--- src/rtl/seg7_card_readback_if.sv ---
// Segment readback bus: observed seg7 drive in, decoded card event out (valid/ready).
interface seg7_card_readback_if;
    logic [6:0] seg7;
    logic [3:0] out_card;
    logic       out_err;
    logic       out_valid;
    logic       out_ready;
    logic       overrun;

    modport master (
        input  seg7,
        input  out_ready,
        output out_card,
        output out_err,
        output out_valid,
        output overrun
    );

    modport slave (
        output seg7,
        output out_ready,
        input  out_card,
        input  out_err,
        input  out_valid,
        input  overrun
    );
endinterface

--- src/rtl/seg7_card_readback.sv ---
// Decodes a debounced active-low seg7 drive into a card code; latency STABLE_CYCLES+1 edges after sampling.
// Single-entry output: an event arriving while full is dropped and flagged in sticky overrun.
// Optional macro SEG7_READBACK_BLANK_REPORT_EN: report stable blank (7'h7F) as card 0.
module seg7_card_readback #(
    parameter int STABLE_CYCLES = 4
) (
    input  logic                  clk,
    input  logic                  reset,
    seg7_card_readback_if.master  bus
);

    localparam int CW = $clog2(STABLE_CYCLES) + 1;
    localparam logic [CW-1:0] CNT_LAST = CW'(STABLE_CYCLES - 1);

    localparam logic [0:0] SETTLE = 1'b0;
    localparam logic [0:0] LOCKED = 1'b1;

    localparam logic [6:0] BLANK = 7'h7F;

    logic [6:0]    seg7_q, seg7_d;
    logic [6:0]    cand_q, cand_d;
    logic [6:0]    last_rep_q, last_rep_d;
    logic [CW-1:0] cnt_q, cnt_d;
    logic [0:0]    state_q, state_d;
    logic [3:0]    out_card_q, out_card_d;
    logic          out_err_q, out_err_d;
    logic          out_valid_q, out_valid_d;
    logic          overrun_q, overrun_d;
    logic          evt;
    logic [4:0]    dec;

    // Returns {err, card}.
    function automatic logic [4:0] decode(input logic [6:0] p);
        logic [4:0] r;
        case (p)
            7'h7F:   r = {1'b0, 4'd0};
            7'h08:   r = {1'b0, 4'd1};
            7'h24:   r = {1'b0, 4'd2};
            7'h30:   r = {1'b0, 4'd3};
            7'h19:   r = {1'b0, 4'd4};
            7'h12:   r = {1'b0, 4'd5};
            7'h02:   r = {1'b0, 4'd6};
            7'h78:   r = {1'b0, 4'd7};
            7'h00:   r = {1'b0, 4'd8};
            7'h10:   r = {1'b0, 4'd9};
            7'h40:   r = {1'b0, 4'd10};
            7'h61:   r = {1'b0, 4'd11};
            7'h18:   r = {1'b0, 4'd12};
            7'h09:   r = {1'b0, 4'd13};
            default: r = {1'b1, 4'hF};
        endcase
        return r;
    endfunction

    always_comb begin
        seg7_d      = bus.seg7;
        cand_d      = cand_q;
        last_rep_d  = last_rep_q;
        cnt_d       = cnt_q;
        state_d     = state_q;
        out_card_d  = out_card_q;
        out_err_d   = out_err_q;
        out_valid_d = out_valid_q;
        overrun_d   = overrun_q;
        evt         = 1'b0;
        dec         = decode(cand_q);

        if (seg7_q != cand_q) begin
            cand_d  = seg7_q;
            cnt_d   = '0;
            state_d = SETTLE;
        end else if (state_q == SETTLE) begin
            if (cnt_q < CNT_LAST) begin
                cnt_d = cnt_q + CW'(1);
            end else begin
                state_d    = LOCKED;
                last_rep_d = cand_q;
`ifdef SEG7_READBACK_BLANK_REPORT_EN
                evt        = (cand_q != last_rep_q);
`else
                // Blank still updates last_rep so the next card is reported afresh.
                evt        = (cand_q != last_rep_q) && (cand_q != BLANK);
`endif
            end
        end

        if (evt) begin
            if (!out_valid_q || bus.out_ready) begin
                out_card_d  = dec[3:0];
                out_err_d   = dec[4];
                out_valid_d = 1'b1;
            end else begin
                overrun_d = 1'b1;
            end
        end else if (out_valid_q && bus.out_ready) begin
            out_valid_d = 1'b0;
        end
    end

    always_ff @(posedge clk or posedge reset) begin
        if (reset) begin
            seg7_q      <= BLANK;
            cand_q      <= BLANK;
            last_rep_q  <= BLANK;
            cnt_q       <= '0;
            state_q     <= LOCKED;
            out_card_q  <= 4'd0;
            out_err_q   <= 1'b0;
            out_valid_q <= 1'b0;
            overrun_q   <= 1'b0;
        end else begin
            seg7_q      <= seg7_d;
            cand_q      <= cand_d;
            last_rep_q  <= last_rep_d;
            cnt_q       <= cnt_d;
            state_q     <= state_d;
            out_card_q  <= out_card_d;
            out_err_q   <= out_err_d;
            out_valid_q <= out_valid_d;
            overrun_q   <= overrun_d;
        end
    end

    assign bus.out_card  = out_card_q;
    assign bus.out_err   = out_err_q;
    assign bus.out_valid = out_valid_q;
    assign bus.overrun   = overrun_q;

endmodule

--- src/flat_wrapper.sv ---
// flat-port wrapper written by rule: the top's interface ports become plain ports
module seg7_card_readback_flat 
#(
    parameter int STABLE_CYCLES = 4
)
  (clk, reset, bus_seg7, bus_out_ready, bus_out_card, bus_out_err, bus_out_valid, bus_overrun);
  seg7_card_readback_if bus_i ();
  input  logic clk;
  input  logic reset;
  input wire logic [$bits(bus_i.seg7)-1:0] bus_seg7;
  input wire logic [$bits(bus_i.out_ready)-1:0] bus_out_ready;
  output wire logic [$bits(bus_i.out_card)-1:0] bus_out_card;
  output wire logic [$bits(bus_i.out_err)-1:0] bus_out_err;
  output wire logic [$bits(bus_i.out_valid)-1:0] bus_out_valid;
  output wire logic [$bits(bus_i.overrun)-1:0] bus_overrun;
  assign bus_i.seg7 = bus_seg7;
  assign bus_i.out_ready = bus_out_ready;
  assign bus_out_card = bus_i.out_card;
  assign bus_out_err = bus_i.out_err;
  assign bus_out_valid = bus_i.out_valid;
  assign bus_overrun = bus_i.overrun;
  seg7_card_readback #(.STABLE_CYCLES(STABLE_CYCLES)) u_core (.clk(clk), .reset(reset), .bus(bus_i));
endmodule
--- config.mk ---
export PLATFORM = sky130hd
export DESIGN_NAME = seg7_card_readback_flat
export DESIGN_NICKNAME = d
export VERILOG_FILES = /design/src/rtl/seg7_card_readback_if.sv /design/src/rtl/seg7_card_readback.sv /design/src/flat_wrapper.sv
export SDC_FILE = /design/constraint.sdc
export NUM_CORES = 1
export LEC_CHECK = 0
export ABC_AREA = 1
export CAP_MARGIN = 20
export CORE_MARGIN = 3
export CORE_UTILIZATION = 45
export DETAILED_ROUTE_END_ITERATION = 12
export PLACE_DENSITY = 0.66
export SKIP_CTS_REPAIR_TIMING = 1
export SYNTH_ARGS = -nofsm -noshare
export SYNTH_HDL_FRONTEND = slang
export SYNTH_SLANG_ARGS = --single-unit
--- constraint.sdc ---
create_clock -name clk -period 2 [get_ports clk]
set_input_delay 0.2 -clock clk [delete_from_list [all_inputs] [get_ports clk]]
set_output_delay 0.2 -clock clk [all_outputs]
set_load 0.02 [all_outputs]
-- Yosys cells after proc, flatten, opt, wreduce, memory -nomap -nowiden
Cells that the tools add are included.
- flip-flop bits (word level): 32
- input bits: 10
- latch bits: 0
- bits in read-only memories: 0
- output and inout bits: 7
- word-level logic and storage cells: 58
- memories kept: 0
- memory bits (writable): 0
- bitwise operators: 4
- multiplexer cells: 13
- multipliers: 0
- reduce and logical (&&, ||, !) cells: 12
- equality and inequality tests: 18
- shifts and indexed selects: 0
- magnitude comparators: 1
- add/subtract/negate cells: 1
- divide/modulo/power cells: 0
- operators by type and width (cell ; count):
    $pmux W5 S14 ; 1
    $eq A7 B5 Y1 const B ; 4
    $eq A7 B7 Y1 const B ; 4
    $eq A7 B4 Y1 const B ; 2
    $eq A7 B6 Y1 const B ; 2
    $ne A7 B7 Y1 ; 2
    $mux W1 ; 9
    $mux W3 ; 3
    $reduce_and A2 Y1 ; 4
    $eq A7 B2 Y1 const B ; 1
    $logic_not A7 Y1 ; 1
    $ne A7 B7 Y1 const B ; 1
    $ne A2 B2 Y1 const B ; 2
    $not A1 Y1 ; 4
    $reduce_bool A2 Y1 ; 2
    $add A3 B1 Y3 const B ; 1
    $lt A3 B2 Y1 const B ; 1
    $reduce_and A3 Y1 ; 1
    $logic_and A1 B1 Y1 ; 2
    $logic_not A1 Y1 ; 1
    $logic_or A1 B1 Y1 ; 1

-- Longest topological paths before layout
Gate-level depths: netlist of run 1.
- depth after elaboration: 7
- depth in mapped cells: 12
- depth with buffers taken out: 11

-- Worst setup path after synthesis of run 1
Ideal clock, no wire load.
- kind: register to register
- start: register u_core.cand_q[4]
- end: register u_core.out_card_q[0] (netlist: u_core.bus.out_card[0])
- slack: 412 ps
- clock period less this slack: 1588 ps
- stages on the path, launching flop included: 11
- arrival: 1472 ps
- setup time: 116 ps
- path buffers: 1
- data required time: 1884 ps
- cells stage by stage: dfstp_2 > buf_2 > inv_1 > nand2_1 > nand2_1 > nor2_1 > nand2_1 > nor3_4 > nand3_1 > nand2_1 > nand2_1
- longest elaborated chain between the ends: 6
- elaborated cells between the ends (all ways): 23
- those cells by class: 16 x eq/ne; 4 x mux; 3 x reduce/logical
- ends and longest elaborated chain (item ; line ; source):
    from (decl) ; seg7_card_readback.sv:21 ; logic [6:0] cand_q, cand_d;
    from (signal assigned) ; seg7_card_readback.sv:113 ; cand_q <= cand_d;
    $ne A7 B7 Y1 ; seg7_card_readback.sv:82 ; evt = (cand_q != last_rep_q) && (cand_q != BLANK);
    $logic_and A1 B1 Y1 ; seg7_card_readback.sv:82 ;
    $mux W1 ; seg7_card_readback.sv:73 ; if (cnt_q < CNT_LAST) begin
    $mux W1 ; seg7_card_readback.sv:72 ; end else if (state_q == SETTLE) begin
    $mux W1 ; seg7_card_readback.sv:68 ; if (seg7_q != cand_q) begin
    $reduce_and A2 Y1 (no source line) ; - ;
    to (signal assigned) ; seg7_card_readback.sv:117 ; out_card_q <= out_card_d;
    to (decl) ; seg7_card_readback.sv:25 ; logic [3:0] out_card_q, out_card_d;
Several ways; a longest one is shown, not always the timed one.
A chain may end at the register's enable or synchronous reset.

-- Worst setup path in the final report of run 1
Same ends and word-level chain as after synthesis.

==> impl_metrics.csv, run 1 <==
group,metric,value,unit
status,status,"finished clean",
yosys,synth_compound_area_frac,0.0354,
yosys,synth_warnings,0,
floorplan,die_h,67.4,um
route,num_vias,1381,
yosys,syn_area,1700,um2
route,via_per_inst,4.56,
final_layout,postLayoutCellArea,1980,um2
yosys,synth-xor-area-share,0.00517,
yosys,synthSimpleGateAreaFrac,0.353,
critical_path,path_class,"flop to flop",
timing,min_period,1680,ps
power_and_ir_drop,powerDensity,660,nW/um2
cts,cts_buffer_depth,2,
critical_path,endpoint_kind,"flop",
final_layout,drive_above_1_share,0.140,
grt,top_usage_layer,"met2",
yosys,ys_ff_latch,32,
yosys,synth_top_family_by_area,"simple AND/OR/NAND/NOR gates",
grt,grt_pass1_wl,5420,um
floorplan,rows,21,
cts,cts_sinks,32,
yosys,synth_adder_area_share,0.00738,
cts,htree_levels,2,
cts,root_buffer,"clkbuf_8",
grt,gr-usage-met3,0.0499,
critical_path,r2r_end,"u_core.bus.out_card[0]",
critical_path,worstPathRequired,2180,ps
final_layout,nets,267,
timing,tightest_slew,383,ps
worst_hold_path,min_path_type,"input port to async pin",
timing,slew_viol_final,0,
timing,slew_headroom,0.745,
route,post_drt_wl_per_cell,10.2,um
route,antenna_left,0,
critical_path,arrival,1860,ps
yosys,synth_cells,241,
final_layout,n_fill_cell,339,
grt,antenna_found_initial,0,
yosys,synthesis.nets,252,
route,drtPass1Iterations,5,
yosys,synthMuxAreaShare,0,
route,routed_wl,3090,um
route,drt-initial-drc-count,85,
critical_path,cp_max_fo,7,
power_and_ir_drop,ir_drop,0.425,mV
cts,clkTransAtPathRegs,70,ps
cts,clk_latency,280,ps
floorplan,io_pins,17,
floorplan,core_area,3470,um2
timing,fmax,596,MHz
floorplan,die_w,67.4,um
grt,grt_util_all_layers,0.161,
placed_design,gp_congestion,0.828,
critical_path,reg2regPathDepth,9,
grt,use_met1,0.212,
placed_design,hpwl,2390,um
cts,cts_buffers,5,
grt,grtUsageMet2,0.245,
cts,cts_tree,"yes",
final_layout,antenna_cells,0,
placed_design,placed_cell_area,1890,um2
floorplan,dieArea,4540,um2
timing,setup_tns,0,ps
timing,rsz0062_at_grt,"false",
grt,grt-ovfl-total,0,
yosys,yosys.cell_types.count,21,
grt,grt_start_max_net_pins,33,
grt,grt_pass1_vias,1247,
critical_path,worst-r2r-setup-slack,320,ps
critical_path,r2r_start,"u_core.cand_q[4]",
floorplan,start_util,0.489,
route,drc,0,
final_layout,area_growth_syn_to_layout,16.8,%
placed_design,io_buffers,16,
timing,setup_violations,0,
job,maxCapViolations,0,
critical_path,critPathLaunchType,"flop",
yosys,yosysSeqAreaShare,0.489,
timing,fin_crit_sh,0.839,
power_and_ir_drop,leakage,1.05,nW
timing,hold_viol,0,
yosys,syn-mean-instance-area,7.03,um2
timing,skew,8.61,ps
[cell usage in the layout, fill, tap and decap left out, types with 2 or more instances in the layout]
cell type	Yosys	layout
nor2_1	33	33
a21oi_1	2	2
inv_1	37	37
inv_2	2	2
dfrtp_1	10	10
buf_4	0	2
clkdlybuf4s50_1	0	16
o21ai_0	7	7
nand3_1	13	13
clkbuf_8	0	6
nand2_1	95	95
dfstp_2	22	22
[cells in the mapped netlist, drive strengths merged]
master	number	share of area
inv	39	0.086
nor3	2	0.013
a21oi	2	0.0059
nand4	1	0.0037
clkbuf	7	0.016
nand2	96	0.21
buf	3	0.0089
dfstp	22	0.34
nand3b	1	0.0044
xnor2	1	0.0052
o21bai	1	0.0044
a21o	1	0.0044
ha	1	0.0074
o21ai	7	0.021
dfrtp	10	0.15
nor2	34	0.080
nand3	13	0.038
[metal layers]
layer  routed length, um  part of all wire  up-vias
li1                    -                 -      739
met5                   0                 0        -
met3                 158             0.051        4
met2                1400              0.45       32
met1                1500              0.48      606
met4                  32             0.010        0
[layout make-up]
| class | instances | area [um2] | area share |
|---|---|---|---|
| timing repair buffer | 18 | 175 | 0.0884 |
| clock inverter | 1 | 7.51 | 0.00379 |
| sequential | 32 | 828 | 0.418 |
| clock buffer | 7 | 86.3 | 0.0436 |
| tap | 46 | 57.6 | 0.0291 |
| inverter | 39 | 146 | 0.0739 |
| multi-input combinational | 160 | 679 | 0.343 |
[where the power goes]
group,internal (mW),total (mW),switching (mW)
clock network,0.279,0.511,0.232
logic,0.0406,0.0981,0.0575
registers,0.676,0.697,0.0209
[worst max-delay path by stage]
stage	to	slack, ps	cells past startpoint	start
finish	u_core.bus.out_card[0]	320	9	u_core.cand_q[4]
global route	u_core.bus.out_card[0]	120	9	u_core.cand_q[4]
CTS	u_core.bus.out_card[0]	300	9	u_core.cand_q[4]
detailed placement	u_core.bus.out_card[0]	310	9	u_core.cand_q[4]
global placement	u_core.bus.out_card[1]	350	11	u_core.cand_q[3]
floorplan	u_core.bus.out_card[0]	410	10	u_core.cand_q[4]
[critical path, cell delays in order (launching register included)]
cell and delay [ps]:
dfstp_2 600, inv_1 110, nand2_1 70, nand2_1 40, nor2_1 80, nand2_1 100
nor3_4 190, nand3_1 220, nand2_1 110, nand2_1 50
[logic make-up after synthesis]
group	after synthesis
simple gates	147
flops	32
fa+ha+maj	1
buf+inv	49
xor+xnor	1
compound gates	11
[sequential cells by signal (all words and copies together) (netlist names)]
signal and count:
u_core.state_q 1, u_core.bus.out_err 1, u_core.bus.overrun 1, u_core.cnt_q 3, u_core.bus.out_valid 1, u_core.cand_q 7, u_core.seg7_q 7, u_core.last_rep_q 7
u_core.bus.out_card 4
[per-stage QoR]
step | util | total power [mW] | instances | worst slack (ps) | hold WS [ps]
2_1_floorplan | - | 0.771 | 241 | 412 | 204
3_3_place_gp | 0.544 | 0.806 | 295 | 349 | 364
3_5_place_dp | 0.544 | 0.807 | 295 | 315 | 365
4_1_cts | 0.571 | 1.32 | 303 | 301 | 305
6_report | 0.571 | 1.31 | 303 | 321 | 285
5_1_grt | 0.571 | 1.36 | 303 | 116 | 310
No activity file was read; power rests on OpenSTA's default activity.
==> run 2: changes to the inputs <==
Settings changed: PLACE_DENSITY 0.66 to 0.69.
Clock period 2 ns to 1.4 ns, I/O delays scaled along.
==> run 2 against run 1 <==
Compared with the run above:
- core utilization grew 11 points
- the flow now finishes with violations (negative setup slack)
- clock skew rose by 0.67 ps
- register-to-register slack got worse by 580 ps
- sequential share of layout area shrank 6.6 points
- non-clock buffer count up 29
- power grew 47%
- highest routed layer unchanged
- sequential power grew 41%
- largest power group unchanged
- critical path depth is 2 higher
- hold slack worse by 100 ps
- cell area increased by 19%
- die area is the same
- via count grew 12%
==> impl_metrics.csv, run 2 (same netlist as run 1, synthesis figures left out) <==
group,metric,value,unit
cts,htree_levels,2,
placed_design,io_buffers,16,
job,maxCapViolations,0,
critical_path,cp_top_family,"simple AND/OR/NAND/NOR gates",
critical_path,path_class,"flop to flop",
cts,cts_sinks,32,
floorplan,die_w,67.4,um
critical_path,worstPathCellList,"inv_2 > nand2_1 > nand2_1 > nor2_2 > nand2_2 > nor3_4 > buf_4 > buf_6 > inv_2 > nand2_2 > o21ai_2",
power_and_ir_drop,leakage,1.35,nW
timing,fmax,602,MHz
timing,setup_violations,16,
floorplan,die_h,67.4,um
power_and_ir_drop,ir_drop,0.614,mV
power_and_ir_drop,clkPwrFrac,0.367,
floorplan,rows,21,
floorplan,io_pins,17,
cts,root_buffer,"clkbuf_8",
cts,cts_buffers,5,
timing,timing.final.ws_setup,-261,ps
status,violations,"negative setup slack",
critical_path,cpMaxStageDelayCell,"dfstp_2",
route,num_vias,1542,
final_layout,nets,296,
route,via_per_inst,4.64,
final_layout,drive_above_1_share,0.332,
cts,clk_latency,290,ps
timing,hold_viol,0,
critical_path,arrival,1890,ps
route,routed_wl,3490,um
timing,min_period,1660,ps
final_layout,top_regs,"u_core.cand_q (7), u_core.last_rep_q (7), u_core.seg7_q (7)",
critical_path,worstPathRequired,1630,ps
status,status,"finished, violations left",
power_and_ir_drop,p_sw,497,uW
placed_design,gp_congestion,0.914,
grt,grt_pass1_vias,1392,
cts,clkTransAtPathRegs,70,ps
floorplan,dieArea,4540,um2
grt,grt-ovfl-total,0,
critical_path,cp_max_fo,5,
final_layout,antenna_cells,0,
grt,antenna_found_initial,0,
route,drtPass1Iterations,4,
final_layout,final_cell_mix,"nand2_1, inv_1, buf_4, nor2_1, dfstp_2",
grt,grt_pass1_wl,5830,um
cts,cts_buffer_depth,2,
final_layout,area_growth_syn_to_layout,38.9,%
timing,worst_hold_slack,182,ps
grt,grt_start_max_net_pins,33,
route,antenna_left,0,
final_layout,seq_area,828,um2
power_and_ir_drop,powerDensity,813,nW/um2
power_and_ir_drop,power.internal,1.42,mW
final_layout,final_common_cell,"nand2_1",
timing,slew_viol_final,0,
final_layout,multi_input_area,777,um2
placed_design,hpwl,2470,um
timing,rsz0062_at_grt,"true",
power_and_ir_drop,combPwrFrac,0.119,
cts,cts_tree,"yes",
critical_path,critical-path-max-stage-delay,580,ps
worst_hold_path,min_path_type,"input port to async pin",
power_and_ir_drop,switching_share,0.260,
placed_design,dp_cells,320,
final_layout,n_fill_cell,301,
grt,grt_util_all_layers,0.175,
critical_path,endpoint_kind,"flop",
route,drt-initial-drc-count,48,
floorplan,core_area,3470,um2
route,post_drt_wl_per_cell,10.5,um
timing,fin_crit_sh,1.19,
critical_path,critPathLaunchType,"flop",
timing,skew,9.28,ps
floorplan,start_util,0.489,
critical_path,worst-r2r-setup-slack,-260,ps
power_and_ir_drop,pwr-share-seq,0.515,
timing,slew_headroom,0.747,
timing,tightest_slew,378,ps
final_layout,finalNonFillerCells,332,
critical_path,critPathBufInv,4,
route,drc,0,
## run 2: changes by cell type in the layout (fill, tap and decap cells not counted), sizes merged
cell | before | now
buf | 2 | 31
clkdlybuf4s50 | 16 | 9
dlymetal6s2s | 0 | 7
clkinv | 0 | 3
clkbuf | 7 | 5
clkinvlp | 1 | 0
## run 2: final timing paths
kind,start,endpoint,cells past startpoint
max,u_core.cand_q[2],u_core.last_rep_q[4],11
min,reset,u_core.bus.overrun,3
max reg2reg,u_core.cand_q[2],u_core.last_rep_q[4],11
min reg2reg,u_core.seg7_q[1],u_core.cand_q[1],0
max in group asynchronous,reset,u_core.last_rep_q[1],3
min in group clk,bus_seg7[2],u_core.seg7_q[2],1
## run 2: layout make-up
cell class	count	area share
clock buffers	5	0.0292
clock inverters	3	0.00797
multi-input cells	160	0.330
repair buffers	47	0.193
flip-flops and latches	32	0.352
well taps	46	0.0244
inverters	39	0.0632
## run 2: metrics by stage
| step | util | instance area [um2] | power, mW | TNS (ps) | setup WS, ps |
|---|---|---|---|---|---|
| final | 0.679 | 2350 | 1.92 | -3020 | -261 |
| after global routing | 0.679 | 2350 | 2.02 | -4910 | -378 |
| after CTS | 0.638 | 2210 | 1.92 | -2880 | -238 |
| after detailed placement | 0.613 | 2120 | 1.20 | -2440 | -210 |
| after global placement | 0.613 | 2120 | 1.20 | -1820 | -162 |
| after floorplan | - | 1720 | 1.11 | -1230 | -111 |
## run 2: layer usage
metal	up-vias	share of wire	track usage
met5	-	0	0
met4	0	0.021	0.0886
li1	800	-	-
met1	704	0.44	0.204
met2	32	0.49	0.293
met3	6	0.044	0.0466
## run 2: worst reg2reg max path: stages, from the launching register on
cell,delay [ps]
dfstp_2,580
inv_2,40
nand2_1,50
nand2_1,60
nor2_2,130
nand2_2,100
nor3_4,230
buf_4,170
buf_6,100
inv_2,40
nand2_2,60
o21ai_2,40
## run 2: power by group through the flow
stage                     clock network [mW]  logic, mW  registers [mW]
after floorplan                            0      0.108            1.00
after global placement                     0      0.202           0.998
after detailed placement                   0      0.204            1.00
after CTS                              0.729      0.205           0.985
after global routing                   0.778      0.254           0.989
final                                  0.703      0.227           0.986
